File: config.mk
export PLATFORM = sky130hd
export DESIGN_NAME = matmul_tile_ctrl
export DESIGN_NICKNAME = d
export VERILOG_FILES = /design/src/rtl/matmul_pkg.sv /design/src/rtl/matmul_tile_counter.sv /design/src/rtl/matmul_tile_ctrl.sv
export SDC_FILE = /design/constraint.sdc
export NUM_CORES = 1
export LEC_CHECK = 0
export ABC_AREA = 1
export CAP_MARGIN = 20
export CELL_PAD_IN_SITES_DETAIL_PLACEMENT = 0
export CELL_PAD_IN_SITES_GLOBAL_PLACEMENT = 1
export CORE_MARGIN = 8
export CORE_UTILIZATION = 32
export DETAILED_ROUTE_END_ITERATION = 16
export PLACE_DENSITY_LB_ADDON = 0.25
export SYNTH_ARGS = -nofsm -noshare
export SYNTH_HDL_FRONTEND = slang
export SYNTH_HIERARCHICAL = 1
export SYNTH_SLANG_ARGS = --single-unit
export TNS_END_PERCENT = 100
File: constraint.sdc
create_clock -name clk_i -period 1.5 [get_ports clk_i]
set_input_delay 0.3 -clock clk_i [delete_from_list [all_inputs] [get_ports clk_i]]
set_output_delay 0.3 -clock clk_i [all_outputs]
set_load 0.02 [all_outputs]
File: src/rtl/matmul_pkg.sv
// Shared types, defaults and width helper for the systolic matmul tile sequencer.
package matmul_pkg;

  localparam int unsigned DefaultN1 = 4;
  localparam int unsigned DefaultN2 = 4;

  typedef enum logic [2:0] {
    StIdle,
    StLoad,
    StFlush,
    StWrite,
    StDone
  } state_e;

  // Counter/address width that stays at least one bit for degenerate sizes.
  function automatic int unsigned clog2w(input int unsigned x);
    return (x <= 1) ? 1 : $clog2(x);
  endfunction

endpackage

File: src/rtl/matmul_tile_counter.sv
// Nested k / tile_col / tile_row counter with wrap flags.
// k and the tile pair advance independently; the caller sequences them.
module tile_counter
  import matmul_pkg::*;
#(
  parameter int unsigned KDim     = 8,
  parameter int unsigned TileCols = 2,
  parameter int unsigned TileRows = 2,
  localparam int unsigned KW = clog2w(KDim),
  localparam int unsigned CW = clog2w(TileCols),
  localparam int unsigned RW = clog2w(TileRows)
) (
  input  logic          clk_i,
  input  logic          rst_ni,
  input  logic          clear_i,
  input  logic          k_en_i,
  input  logic          tile_en_i,
  output logic [KW-1:0] k_o,
  output logic [CW-1:0] col_o,
  output logic [RW-1:0] row_o,
  output logic          k_last_o,
  output logic          col_last_o,
  output logic          row_last_o
);

  localparam logic [KW-1:0] KMax   = KW'(KDim - 1);
  localparam logic [CW-1:0] ColMax = CW'(TileCols - 1);
  localparam logic [RW-1:0] RowMax = RW'(TileRows - 1);

  logic [KW-1:0] k_q, k_d;
  logic [CW-1:0] col_q, col_d;
  logic [RW-1:0] row_q, row_d;

  assign k_last_o   = (k_q == KMax);
  assign col_last_o = (col_q == ColMax);
  assign row_last_o = (row_q == RowMax);
  assign k_o        = k_q;
  assign col_o      = col_q;
  assign row_o      = row_q;

  always_comb begin
    k_d   = k_q;
    col_d = col_q;
    row_d = row_q;
    if (clear_i) begin
      k_d   = '0;
      col_d = '0;
      row_d = '0;
    end else begin
      if (k_en_i) begin
        k_d = k_last_o ? '0 : k_q + 1'b1;
      end
      if (tile_en_i) begin
        if (col_last_o) begin
          col_d = '0;
          row_d = row_last_o ? '0 : row_q + 1'b1;
        end else begin
          col_d = col_q + 1'b1;
        end
      end
    end
  end

  always_ff @(posedge clk_i or negedge rst_ni) begin
    if (!rst_ni) begin
      k_q   <= '0;
      col_q <= '0;
      row_q <= '0;
    end else begin
      k_q   <= k_d;
      col_q <= col_d;
      row_q <= row_d;
    end
  end

endmodule

File: src/rtl/matmul_tile_ctrl.sv
// Tile sequencer for the systolic matmul array: issues A/B operand addresses per
// output tile, drains the array skew, then flags the tile result write.
module matmul_tile_ctrl
  import matmul_pkg::*;
#(
  parameter int unsigned N1    = DefaultN1,
  parameter int unsigned N2    = DefaultN2,
  parameter int unsigned ROWS  = 8,
  parameter int unsigned K     = 8,
  parameter int unsigned COLS  = 8,
  parameter int unsigned FLUSH = N1 + N2 - 1,
  localparam int unsigned TR  = ROWS / N1,
  localparam int unsigned TC  = COLS / N2,
  localparam int unsigned AwA = clog2w(TR * K),
  localparam int unsigned AwB = clog2w(TC * K),
  localparam int unsigned AwO = clog2w(TR * TC)
) (
  input  logic           clk_i,
  input  logic           rst_ni,
  input  logic           start_i,
  input  logic           stall_i,
  output logic           busy_o,
  output logic           done_o,
  output logic           rd_en_o,
  output logic [AwA-1:0] rd_addr_a_o,
  output logic [AwB-1:0] rd_addr_b_o,
  output logic           acc_clear_o,
  output logic           out_valid_o,
  output logic [AwO-1:0] out_addr_o
);

  localparam int unsigned KW = clog2w(K);
  localparam int unsigned CW = clog2w(TC);
  localparam int unsigned RW = clog2w(TR);
  localparam int unsigned FW = clog2w(FLUSH);
  // FLUSH is assumed to be at least 1 (default N1+N2-1).
  localparam logic [FW-1:0] FlushMax = FW'(FLUSH - 1);

  state_e        state_q, state_d;
  logic [FW-1:0] flush_q, flush_d;

  logic          cnt_clear, k_en, tile_en;
  logic [KW-1:0] k;
  logic [CW-1:0] col;
  logic [RW-1:0] row;
  logic          k_last, col_last, row_last;

  tile_counter #(
    .KDim    (K),
    .TileCols(TC),
    .TileRows(TR)
  ) u_tile_counter (
    .clk_i     (clk_i),
    .rst_ni    (rst_ni),
    .clear_i   (cnt_clear),
    .k_en_i    (k_en),
    .tile_en_i (tile_en),
    .k_o       (k),
    .col_o     (col),
    .row_o     (row),
    .k_last_o  (k_last),
    .col_last_o(col_last),
    .row_last_o(row_last)
  );

  // Constant-times-counter products; no runtime multiplier.
  assign rd_addr_a_o = AwA'(32'(row) * K + 32'(k));
  assign rd_addr_b_o = AwB'(32'(col) * K + 32'(k));
  assign out_addr_o  = AwO'(32'(row) * TC + 32'(col));

  always_comb begin
    state_d     = state_q;
    flush_d     = flush_q;
    cnt_clear   = 1'b0;
    k_en        = 1'b0;
    tile_en     = 1'b0;
    busy_o      = 1'b0;
    done_o      = 1'b0;
    rd_en_o     = 1'b0;
    acc_clear_o = 1'b0;
    out_valid_o = 1'b0;
    unique case (state_q)
      StIdle: begin
        if (start_i) begin
          cnt_clear = 1'b1;
          flush_d   = '0;
          state_d   = StLoad;
        end
      end
      StLoad: begin
        busy_o = 1'b1;
        if (!stall_i) begin
          rd_en_o     = 1'b1;
          acc_clear_o = (k == '0);
          k_en        = 1'b1;
          if (k_last) begin
            state_d = StFlush;
          end
        end
      end
      StFlush: begin
        busy_o = 1'b1;
        if (flush_q == FlushMax) begin
          flush_d = '0;
          state_d = StWrite;
        end else begin
          flush_d = flush_q + 1'b1;
        end
      end
      StWrite: begin
        busy_o      = 1'b1;
        out_valid_o = 1'b1;
        tile_en     = 1'b1;
        state_d     = (row_last && col_last) ? StDone : StLoad;
      end
      StDone: begin
        done_o  = 1'b1;
        state_d = StIdle;
      end
      default: state_d = StIdle;
    endcase
  end

  always_ff @(posedge clk_i or negedge rst_ni) begin
    if (!rst_ni) begin
      state_q <= StIdle;
      flush_q <= '0;
    end else begin
      state_q <= state_d;
      flush_q <= flush_d;
    end
  end

endmodule

==> impl_metrics.env <==
export IMPL_status="finished with violations"
export IMPL_violations="setup timing"
export IMPL_placed_cell_area_um2=935
export IMPL_ys_top_cells_by_count="24 x nand2_1, 11 x dfrtp_1, 10 x nor2_1, 9 x buf_4, 9 x nand3_1"
export IMPL_drtIter0Drc=5
export IMPL_antenna_found_initial=0
export IMPL_r2r_end="state_q[0]"
export IMPL_die_x_um=61.7
export IMPL_reg2reg_depth=7
export IMPL_finalHoldViolCount=0
export IMPL_yosys_most_used_dff="dfrtp_1"
export IMPL_synth_edf_count=0
export IMPL_routed_wl_um=1560
export IMPL_switching_share_pct=45.1
export IMPL_ir_worst_vdd_mv=1.04
export IMPL_tritoncts="done"
export IMPL_syn_area_per_cell_um2=7.59
export IMPL_drt_first_pass_iters=3
export IMPL_pwr_density_cell_nw_per_um2=2220
export IMPL_vias=643
export IMPL_relSlewSlack_pct=65.0
export IMPL_fp_dieH_um=61.7
export IMPL_p_clk_share_pct=9.2
export IMPL_overflow=0
export IMPL_clockBufferDepth=2
export IMPL_yosys_register_bits=11
export IMPL_multi_input_area_um2=328
export IMPL_yosysMostFrequentCell="nand2_1"
export IMPL_post_dp_hpwl_um=1260
export IMPL_fin_crit_sh_pct=102
export IMPL_cp_start_kind="flop"
export IMPL_grt_start_max_net_pins=12
export IMPL_rows=16
export IMPL_vias_per_cell=4.40
export IMPL_cts_sinks=11
export IMPL_ant_nets=0
export IMPL_yosys_warnings=6
export IMPL_hold_class="input port to async pin"
export IMPL_skew_ns=0.000891
export IMPL_synth_top_area_cell="dfrtp_1"
export IMPL_finalSetupViolations=2
export IMPL_critPathLaunch="state_q[1]"
export IMPL_core_um2=1960
export IMPL_worstPathRequired_ns=1.20
export IMPL_syn_area_um2=668
export IMPL_port_buffers=18
export IMPL_grt_pass1_vias=623
export IMPL_cts_buffers=3
export IMPL_r2r_start="u_tile_counter/k_o[0]"
export IMPL_critPathMaxFanout=2
export IMPL_clk_latency_ns=0.27
export IMPL_cts_htree_levels=1
export IMPL_syn_to_final_growth_pct=51.5
export IMPL_final_layout_size_suffix_gt1_share_pct=35.3
export IMPL_fin_crit_ns=1.53
export IMPL_globalRouteTotalUtil_pct=9.21
export IMPL_yosys_cell_types_count=18
export IMPL_p_sw_uw=1020
export IMPL_critPathCaptureType="output pin"
export IMPL_drv_slew=0
export IMPL_worst_pin_slew_ns=0.523
export IMPL_die_area_um2=3810
export IMPL_grt_pass1_wl_um=2560
export IMPL_arrival_ns=1.23
export IMPL_async_flop_share_pct=100
export IMPL_setup_ws_ns=-0.0319
export IMPL_pwr_share_seq_pct=25.0
export IMPL_cts_root_buffer="clkbuf_4"
export IMPL_syn_num_nets=94
export IMPL_rsz0062_at_grt="true"
export IMPL_yosysSeqAreaShare_pct=41.2
export IMPL_p_leak_uw=0.000544
export IMPL_place_congestion=0.772
export IMPL_nFillCells=212
export IMPL_final_util_pct=51.6
export IMPL_regArea_um2=275
export IMPL_drc_errors=0
export IMPL_drt_wirelength_per_cell_um=10.7
export IMPL_io_pins=19
export IMPL_post_route_cell_area_um2=1010
export IMPL_nNetsFinal=126
export IMPL_maxCapViolations=0
export IMPL_synthTopCellsByArea="dfrtp_1 41%, nand2_1 13%, buf_4 10%"
export IMPL_cts_clk_slew_worst_paths_ns=0.07
export IMPL_synth_cells=88
export IMPL_synth_top_area_share_pct=41.2
export IMPL_rrSetupSlack_ns=0.12
export IMPL_start_util_pct=34.1
export IMPL_critical_path_class="flop to output pin"
export IMPL_diodes=0
export IMPL_p_int_uw=1230
export IMPL_combPwrFrac_pct=65.9
export IMPL_final_setup_tns_ns=-0.0474
export IMPL_clock_fmax_mhz=653
==> sequential cells by signal (all words and copies together) (netlist names) <==
signal,count
u_tile_counter/col_last_o,1
state_q,3
u_tile_counter/k_o,3
u_tile_counter/row_last_o,1
flush_q,3
==> worst max-delay path, stage by stage (launching register included) <==
cell     delay (ns)
dfrtp_1        0.42
nor2_4         0.13
nand3_2        0.09
nor4_2         0.15
buf_4          0.18
==> cell type report <==
class	instances	share of cell area (%)
Inverter	10	3.71
Clock buffer	4	2.60
Sequential cell	11	27.2
Multi-Input combinational cell	58	32.4
Timing Repair Buffer	36	30.8
Tap cell	27	3.34
==> worst max-delay path by stage <==
stage          depth (start not counted)     endpoint  slack, ns
6_report                               4  acc_clear_o      -0.03
3_5_place_dp                           5  acc_clear_o      -0.52
4_1_cts                                4  acc_clear_o      -0.08
3_3_place_gp                           5  acc_clear_o      -0.50
5_1_grt                                4  acc_clear_o      -0.11
2_1_floorplan                          3  acc_clear_o       0.11
==> power groups by stage <==
stage | clock [uW] | combinational, uW | sequential, uW
after floorplan | 0 | 821 | 604
after global placement | 0 | 1430 | 547
after detailed placement | 0 | 1450 | 548
after CTS | 212 | 1390 | 557
after global routing | 232 | 1640 | 588
final | 207 | 1480 | 562
==> routing by layer <==
layer / global-route usage [%] / wire length [um] / up-vias
met1: 10.6 / 702 / 287
li1: - / - / 337
met3: 2.06 / 97 / 4
met2: 15.1 / 720 / 15
met4: 5.84 / 38 / 0
met5: 0 / 0 / -
==> cells by family (layout without fill, tap and decap cells) <==
logic type,after synthesis,in the layout,synth area share [%]
AO/OA/AOI/OAI,5,5,4.49
XOR/XNOR,1,1,1.31
adder cells (fa/ha/maj),2,2,3.74
buffers and inverters,19,50,15.7
flip-flops,11,11,41.2
AND/OR/NAND/NOR,50,50,33.5
==> per-stage QoR <==
stage / total power, uW / instances / setup slack, ns / hold slack, ns
4_1_cts: 2160 / 145 / -0.0789 / 0.381
5_1_grt: 2460 / 146 / -0.106 / 0.395
2_1_floorplan: 1430 / 88 / 0.108 / 0.00441
6_report: 2250 / 146 / -0.0319 / 0.372
3_3_place_gp: 1970 / 140 / -0.503 / 0.539
3_5_place_dp: 2000 / 140 / -0.516 / 0.542
==> what timing repair did <==
item                                    in CTS  in global routing
buffers inserted                             1                  1
hold buffers                                 0                  0
pin swaps                                    1                  3
resized for setup                           41                 15
endpoints found under the setup margin      15                 13
==> cells in the final DEF, fill, tap and decap left out <==
cell type        count
nand2_1             23
buf_4               18
dfrtp_1             11
nand3_1              8
dlygate4sd2_1        8
inv_2                5
inv_1                5
buf_6                5
nor2_1               5
nor2_4               3
clkbuf_4             3
clkdlybuf4s50_1      3
nor2_2               2
nand3_2              2
nand4_1              2
nand2_2              2
o21ai_1              2
clkdlybuf4s15_1      2
ha_1                 2
nor3_2               1
nor4_2               1
xnor2_1              1
o211ai_1             1
nor3_1               1
o21a_1               1
a21oi_1              1
clkbuf_1             1
(Power assumes the default switching activity.)
